`src/rtl/string_tx.sv`:
```
// Serialises a packed cell reference {op,row,col} into ASCII bytes ("AB105+") over a valid/ready link.
// Optional terminator byte is enabled by defining STRING_TX_TERM_EN.
module string_tx #(
  parameter logic [7:0] TERM_CHAR = 8'h0D
) (
  input  logic        clk,
  input  logic        rst_n,
  input  logic        start,
  input  logic [21:0] cell_in,
  output logic        busy,
  output logic [7:0]  tx_data,
  output logic        tx_valid,
  input  logic        tx_ready,
  output logic        done,
  output logic        err,
  output logic [2:0]  length
);

  localparam logic [2:0] S_IDLE    = 3'd0;
  localparam logic [2:0] S_CHECK   = 3'd1;
  localparam logic [2:0] S_COL_DIV = 3'd2;
  localparam logic [2:0] S_ROW_HUN = 3'd3;
  localparam logic [2:0] S_ROW_TEN = 3'd4;
  localparam logic [2:0] S_EMIT    = 3'd5;
  localparam logic [2:0] S_FIN     = 3'd6;

  logic [2:0] r_state;
  logic [9:0] r_col;   // column remainder after the base-26 division
  logic [4:0] r_q;     // high-letter quotient (0..26)
  logic [9:0] r_row;   // row remainder; ends as the units digit
  logic [3:0] r_hun;
  logic [3:0] r_ten;
  logic [1:0] r_op;
  logic [2:0] r_slot;
  logic       r_valid;
  logic [2:0] r_len;
  logic       r_err;

  logic [7:0][7:0] w_byte;
  logic [6:0]      w_en;
  logic [2:0]      w_next;
  logic            w_bad;

  // Fixed slot layout: hi, lo, hundreds, tens, units, op, terminator.
  always_comb begin
    w_byte    = '0;
    w_byte[0] = 8'h40 + {3'b000, r_q};
    w_byte[1] = 8'h40 + {3'b000, r_col[4:0]};
    w_byte[2] = 8'h30 + {4'b0000, r_hun};
    w_byte[3] = 8'h30 + {4'b0000, r_ten};
    w_byte[4] = 8'h30 + {4'b0000, r_row[3:0]};
    case (r_op)
      2'd0:    w_byte[5] = 8'h2F;
      2'd1:    w_byte[5] = 8'h5C;
      2'd2:    w_byte[5] = 8'h2B;
      default: w_byte[5] = 8'h00;
    endcase
    w_byte[6] = TERM_CHAR;
  end

  always_comb begin
    w_en[0] = (r_q != 5'd0);
    w_en[1] = 1'b1;
    w_en[2] = (r_hun != 4'd0);
    w_en[3] = (r_hun != 4'd0) || (r_ten != 4'd0);
    w_en[4] = 1'b1;
    w_en[5] = (r_op != 2'd3);
`ifdef STRING_TX_TERM_EN
    w_en[6] = 1'b1;
`else
    w_en[6] = 1'b0;
`endif
  end

  // Lowest enabled slot above the current one; 7 means the string is complete.
  always_comb begin
    w_next = 3'd7;
    for (int i = 6; i >= 0; i--)
      if (w_en[i] && (3'(i) > r_slot)) w_next = 3'(i);
  end

  assign w_bad = (r_col == 10'd0) || (r_col > 10'd702) || (r_row > 10'd999);

  always_ff @(posedge clk or negedge rst_n) begin
    if (!rst_n) begin
      r_state <= S_IDLE;
      r_col   <= '0;
      r_q     <= '0;
      r_row   <= '0;
      r_hun   <= '0;
      r_ten   <= '0;
      r_op    <= '0;
      r_slot  <= '0;
      r_valid <= 1'b0;
      r_len   <= '0;
      r_err   <= 1'b0;
    end else begin
      case (r_state)
        S_IDLE: begin
          r_len <= '0;
          r_err <= 1'b0;
          if (start) begin
            r_col   <= cell_in[9:0];
            r_row   <= cell_in[19:10];
            r_op    <= cell_in[21:20];
            r_q     <= '0;
            r_hun   <= '0;
            r_ten   <= '0;
            r_slot  <= '0;
            r_state <= S_CHECK;
          end
        end
        S_CHECK: begin
          if (w_bad) begin
            r_err   <= 1'b1;
            r_state <= S_FIN;
          end else begin
            r_state <= S_COL_DIV;
          end
        end
        // Each stage leaves on its last subtraction so the worst case fits 45 cycles.
        S_COL_DIV: begin
          if (r_col > 10'd26) begin
            r_col <= r_col - 10'd26;
            r_q   <= r_q + 5'd1;
            if (r_col <= 10'd52) r_state <= S_ROW_HUN;
          end else begin
            r_state <= S_ROW_HUN;
          end
        end
        S_ROW_HUN: begin
          if (r_row >= 10'd100) begin
            r_row <= r_row - 10'd100;
            r_hun <= r_hun + 4'd1;
            if (r_row < 10'd200) r_state <= S_ROW_TEN;
          end else begin
            r_state <= S_ROW_TEN;
          end
        end
        S_ROW_TEN: begin
          if (r_row >= 10'd10) begin
            r_row <= r_row - 10'd10;
            r_ten <= r_ten + 4'd1;
          end
          if (r_row < 10'd20) begin
            r_state <= S_EMIT;
            r_valid <= 1'b1;
            r_slot  <= (r_q != 5'd0) ? 3'd0 : 3'd1;
          end
        end
        S_EMIT: begin
          if (tx_ready) begin
            r_len <= r_len + 3'd1;
            if (w_next == 3'd7) begin
              r_valid <= 1'b0;
              r_state <= S_FIN;
            end else begin
              r_slot <= w_next;
            end
          end
        end
        S_FIN:   r_state <= S_IDLE;
        default: r_state <= S_IDLE;
      endcase
    end
  end

  assign busy     = (r_state != S_IDLE) && (r_state != S_FIN);
  assign done     = (r_state == S_FIN);
  assign err      = done & r_err;
  assign length   = done ? r_len : 3'd0;
  assign tx_valid = r_valid;
  assign tx_data  = r_valid ? w_byte[r_slot] : 8'h00;

endmodule

```
`config.mk`:
```
export PLATFORM = sky130hd
export DESIGN_NAME = string_tx
export DESIGN_NICKNAME = d
export VERILOG_FILES = /design/src/rtl/string_tx.sv
export SDC_FILE = /design/constraint.sdc
export NUM_CORES = 1
export LEC_CHECK = 0
export CORE_UTILIZATION = 55
export DETAILED_ROUTE_END_ITERATION = 10
export PLACE_DENSITY_LB_ADDON = 0.05
export SLEW_MARGIN = 30
export SYNTH_ARGS = -nofsm -noshare
export SYNTH_HDL_FRONTEND = slang
export SYNTH_SLANG_ARGS = --single-unit
```
`constraint.sdc`:
```
create_clock -name clk -period 2.6 [get_ports clk]
set_clock_uncertainty 0.2 [all_clocks]
set_input_delay 0.39 -clock clk [delete_from_list [all_inputs] [get_ports clk]]
set_output_delay 0.39 -clock clk [all_outputs]
set_load 0.05 [all_outputs]
```
### Yosys cells after proc, flatten, opt, wreduce, memory -nomap -nowiden

Cells that the tools add are included.

* $add $sub $neg: 12
* multiplexer cells: 50
* reduce and logical (&&, ||, !) cells: 33
* shifts and indexed selects: 0
* bitwise operators: 1
* equality and inequality tests: 22
* $mul: 0
* divide/modulo/power cells: 0
* magnitude comparators: 15

Operators with widths (number)
* $mux W3: 20
* $mux W10: 5
* $pmux W10 S3: 1
* $bmux W8 S3: 1
* $add A6 B4 Y7 const A: 3
* $pmux W7 S3: 1
* $gt A10 B10 Y1 const B: 2
* $ne A2 B2 Y1 const B: 10
* $pmux W10 S2: 1
* $pmux W3 S6: 1
* $add A7 B5 Y8 const A: 2
* $mux W8: 2
* $pmux W4 S2: 2
* $eq A3 B3 Y1 const B: 4
* $mux W4: 3
* $reduce_bool A2 Y1: 6
* $ge A10 B4 Y1 const B: 1
* $ge A10 B7 Y1 const B: 1
* $gt A10 B5 Y1 const B: 1
* $le A10 B6 Y1 const B: 1
* $logic_not A10 Y1: 1
* $lt A10 B5 Y1 const B: 1
* $lt A10 B8 Y1 const B: 1
* $mux W5: 2
* 34 further kinds: 60

* logic and storage cells: 144
* memory bits (writable): 0
* bits in read-only memories: 0
* memories kept: 0
* bits in registers: 46
* bits in latches: 0

### Longest topological paths before layout

* depth after elaboration: 12
* depth in mapped cells: 8
* mapped depth without buffers: 7

### Worst setup path after synthesis

No wires, ideal clock.

* kind: reg2out
* start: register r_slot[1]
* end: output tx_data[3]
* stages on the path, launching flop included: 5
* arrival: 2.309 ns
* buffers on the path: 2
* path slack: -0.299 ns
* cell sequence: dfrtp_1 -> clkbuf_1 -> clkbuf_1 -> o31ai_1 -> a211oi_1

* longest elaborated chain between the ends: 3

Ends and longest elaborated chain
* start: declaration: RTL line 34 `logic [2:0] r_slot;`
* start signal: assignment: RTL line 148 `r_slot <= (r_q != 5'd0) ? 3'd0 : 3'd1;`
* start signal: assignment: RTL line 158 `r_slot <= w_next;`
* $bmux W8 S3: RTL line 173 `assign tx_data = r_valid ? w_byte[r_slot] : 8'h00;`
* $mux W8 (implied by the code): RTL line 173
* $mux W8: RTL line 173
* end: declaration: RTL line 11 `output logic [7:0] tx_data,`

No other way between the ends. The select of a mux whose other input is x is not followed.

### Worst setup path after layout

* start: register r_slot[0]
* end: output tx_data[3]

Same word-level chain as after synthesis.

==> impl_summary.log <==
[metrics] instance area at placement: 4140 um2
[metrics] critical path startpoint category: flop
[metrics] yosys warns: 0
[metrics] share of the cycle needed by the critical path after routing: 94.8%
[metrics] post-synthesis area per instance: roughly 8.6 um2
[metrics] power per cell area: between 1000 and 1500 nW/um2
[metrics] final routed DRC violation total: 0
[metrics] gr ovfl total: 0
[metrics] worst hold margin: -0.0403 ns
[metrics] vias in the first global route: ~3000
[metrics] Max Clk Rate: ~410 MHz
[metrics] path category of the worst min-delay check: in2async
[metrics] detailed-routing iteration count for the pre-antenna-repair pass: 5
[metrics] GP Congestion: 0.904
[metrics] cell type contributing the most total cell area after synthesis: dfrtp_1
[metrics] TritonCTS Buffers: 5
[metrics] final setup vio count: 0
[metrics] Worst Reg2Reg Path Length in Cells: 7
[metrics] FP Rows: 29
[metrics] violations in the final reports: hold timing
[metrics] flop2flop setup slack: ~0.16 ns
[metrics] CP Max Fanout: 14
[metrics] unrepaired setup endpoints after global routing: no
[metrics] # diodes: 0
[metrics] number of sinks handled by clock tree synthesis: 46
[metrics] Hold Vio Cnt, Final: 45
[metrics] clock tree from TritonCTS: built
[metrics] Slew @ Worst Pin: approximately 0.67 ns
[metrics] Leakage Power: 0.00177 uW
[metrics] final routed wire length divided by cell count: roughly 17 um
[metrics] Reg clk slew, reported paths: about 0.090 ns
[metrics] flops & latches, synth: 46
[metrics] GR Util All Layers: about 29%
[metrics] die height: between 80 and 90 um
[metrics] required time at the endpoint of the critical path: roughly 2.0 ns
[metrics] source of the worst register-to-register timing path: r_row[2]$_DFFE_PN0P_
[metrics] Critical Path End Type: output pin
[metrics] cell area after technology mapping: about 3600 um2
[metrics] post-synthesis net count: 460
[metrics] Initial DRC Count: 240
[metrics] CP Data Arrival Time: ~1.9 ns
[metrics] HPWL after DPL: approximately 6.8 mm
[metrics] Slowest-stage cell, CP: dfrtp_1
[metrics] post-synth top area share: 32.2%
[metrics] core outline area: ~6300 um2
[metrics] final non-filler cell area: ~4200 um2
[metrics] count of flip-flops with a built-in enable after synthesis: 0
[metrics] synth top area cells: dfrtp_1 32%, ha_1 5.6%, o21ai_0 4.3%
[metrics] initial core utilization: 56.7%
[metrics] number of fill cells: about 570
[metrics] final worst setup slack: 0.134 ns
[metrics] sequential area share after synthesis: around 32%
[metrics] terminus of the critical flop-to-flop path: r_slot[2]$_DFFE_PN0P_
[metrics] final critical path time including I/O delays and setup: between 2 and 2.5 ns
[metrics] maximum cell stage delay along the critical path: around 0.63 ns
[metrics] number of nets in the layout: approximately 500
[metrics] pin count of the biggest net entering global routing: 47
[metrics] setup fix buffers added after clock tree synthesis: 0
[metrics] area delta synth->final: 18.1%
[metrics] layout cells sized above 1: between 10% and 20%
[metrics] post-layout util: 67.0%
[metrics] first-pass GRT wire length: 15.1 mm
[metrics] Die ar.: between 6000 and 7000 um2
[metrics] I/O Buffers: 39
[metrics] initial antenna violation count: 0
[metrics] buffer levels on the longest clock path: 2
[metrics] MaxCap Viol Count: 0
[metrics] Die Span X: around 83 um
[metrics] most common flop cell mapped by yosys: dfrtp_1
[metrics] ANT nets after route: 0
[metrics] Fin Setup TNS: 0 ns
[metrics] proportion of register bits with asynchronous set or reset after synthesis: 100%
[metrics] count of H-tree levels built during CTS: 2
[metrics] number of distinct library cells after synthesis: 81
[metrics] DR vias: between 3000 and 4000
[metrics] DP Worst Slack: between 0.2 and 0.25 ns
[metrics] per-cell via count in the routed design: 6.31
[metrics] chain of cells forming the critical path: mux4_2 > nor2_1 > a211oi_2 > buf_4
[metrics] Syn Inst Count: approximately 420
[metrics] outcome: finished, violations left
[metrics] I/O Pins: 41
[metrics] source-to-sink clock delay at the later pin of the worst-skew pair: approximately 0.3 ns
[metrics] aggregate routed wire length: between 9 and 10 mm
[metrics] clock root buffer master: clkbuf_8
[metrics] tightest slew margin relative to the limit: approximately 55%
[metrics] CP Class: reg2out
[metrics] final-report max-slew violation count: 0
[metrics] IR drop worst, VDD: between 1000 and 1500 uV
==> cell usage in the layout (no fill, tap or decap), types with 3 or more instances in the layout <==
| master | count |
|---|---|
| nor3_2 | 3 |
| buf_12 | 6 |
| o211ai_1 | 5 |
| nor3_1 | 9 |
| nor2b_1 | 4 |
| buf_4 | 26 |
| o21ai_0 | 31 |
| a22o_1 | 3 |
| clkbuf_8 | 5 |
| ha_1 | 16 |
| nand2b_1 | 7 |
| a211oi_1 | 7 |
| o311ai_0 | 3 |
| and2_1 | 5 |
| nor4_1 | 3 |
| nand3b_1 | 7 |
| inv_1 | 21 |
| mux2i_1 | 7 |
| xor2_1 | 5 |
| or3_1 | 4 |
| dfrtp_1 | 45 |
| a22oi_1 | 7 |
| nor2_1 | 38 |
| o21bai_1 | 3 |
| nand3_1 | 16 |
| mux4_2 | 3 |
| nand2_1 | 41 |
| o2bb2ai_1 | 3 |
| nor2_2 | 3 |
| o31ai_1 | 4 |
| a21oi_1 | 25 |
| a31oi_1 | 3 |
| clkdlybuf4s50_1 | 25 |
| o22ai_1 | 3 |
==> flip-flops by register name (all words and copies together) (netlist names), 2 cells and up <==
register  cells
r_hun         4
r_slot        3
r_state       3
r_row        10
r_len         3
r_q           5
r_col        10
r_ten         4
r_op          2
==> logic make-up (layout without fill, tap and decap cells) <==
group	after synthesis	count (layout)	share of synthesized area, %
AO/OA/AOI/OAI	133	133	26.7
AND/OR/NAND/NOR	157	157	23.1
XOR/XNOR	6	6	1.47
adder cells (fa/ha/maj)	17	17	5.87
other	1	1	0.105
buffers and inverters	45	87	5.77
flip-flops	46	46	32.2
multiplexers	13	13	4.79
==> metal layers <==
layer  routed length (um)  share of wire [%]  up-vias  track usage [%]
li1                     -                  -     1614                -
met1                 4480                 48     1652             43.2
met2                 4290                 46      109             44.6
met3                  495                5.3       12             4.29
met4                  110                1.2        0             7.07
met5                    0                  0        -                0
==> cells in the mapped netlist (4+ instances only) <==
library cell,count
a22oi_1,7
and2_1,5
o211ai_1,5
a21oi_1,25
nand2_1,41
xor2_1,5
nand2b_1,7
or3_1,4
ha_1,16
buf_2,9
nand3_1,16
buf_4,5
nand3b_1,7
nor2b_1,4
nor2_1,39
clkbuf_1,9
mux2i_1,7
a211oi_1,9
inv_1,21
o31ai_1,4
dfrtp_1,46
nor3_1,11
o21ai_0,31
==> where the power goes <==
group	total [uW]	switching, uW	internal [uW]
registers	1560	564	996
logic	3330	1960	1360
clock network	452	261	191
==> final cells by class <==
cell class	count	area, um2	area share [%]
inverters	21	78.8	1.86
well taps	77	96.3	2.28
multi-input cells	327	2240	53.1
repair buffers	58	571	13.5
clock inverters	2	13.8	0.326
flip-flops and latches	46	1150	27.3
clock buffers	6	72.6	1.72
==> worst max-delay path, delay by kind of cell, from the launching register on <==
kind	cells	cell delay [ns]
AO/OA/AOI/OAI	1	0.06
buffers and inverters	1	0.20
flip-flops	1	0.63
multiplexers	1	0.56
AND/OR/NAND/NOR	1	0.13
==> stage by stage <==
stage | power (uW) | cells
final | 5340 | 537
after global routing | 5730 | 537
after CTS | 5310 | 537
after detailed placement | 4850 | 529
after global placement | 4790 | 529
after floorplan | 3860 | 418
==> how the worst max path moves through the flow <==
stage / from / slack (ns) / cells past startpoint / end
final: r_slot[0]$_DFFE_PN0P_ / 0.13 / 4 / tx_data[3]
after detailed placement: r_row[2]$_DFFE_PN0P_ / 0.21 / 7 / r_row[3]$_DFFE_PN0P_
after global placement: r_row[2]$_DFFE_PN0P_ / 0.25 / 7 / r_row[2]$_DFFE_PN0P_
after CTS: r_slot[1]$_DFFE_PN0P_ / 0.08 / 4 / tx_data[2]
after global routing: r_slot[0]$_DFFE_PN0P_ / 0.05 / 4 / tx_data[3]
after floorplan: r_slot[1]$_DFFE_PN0P_ / 0.06 / 4 / tx_data[2]
==> timing repair <==
| item | CTS | global route |
|---|---|---|
| resized for setup | 0 | 1 |
| setup endpoints to repair | 0 | 4 |
| hold buffers | 0 | 0 |
Note: power is estimated with default switching activity, not from simulation.
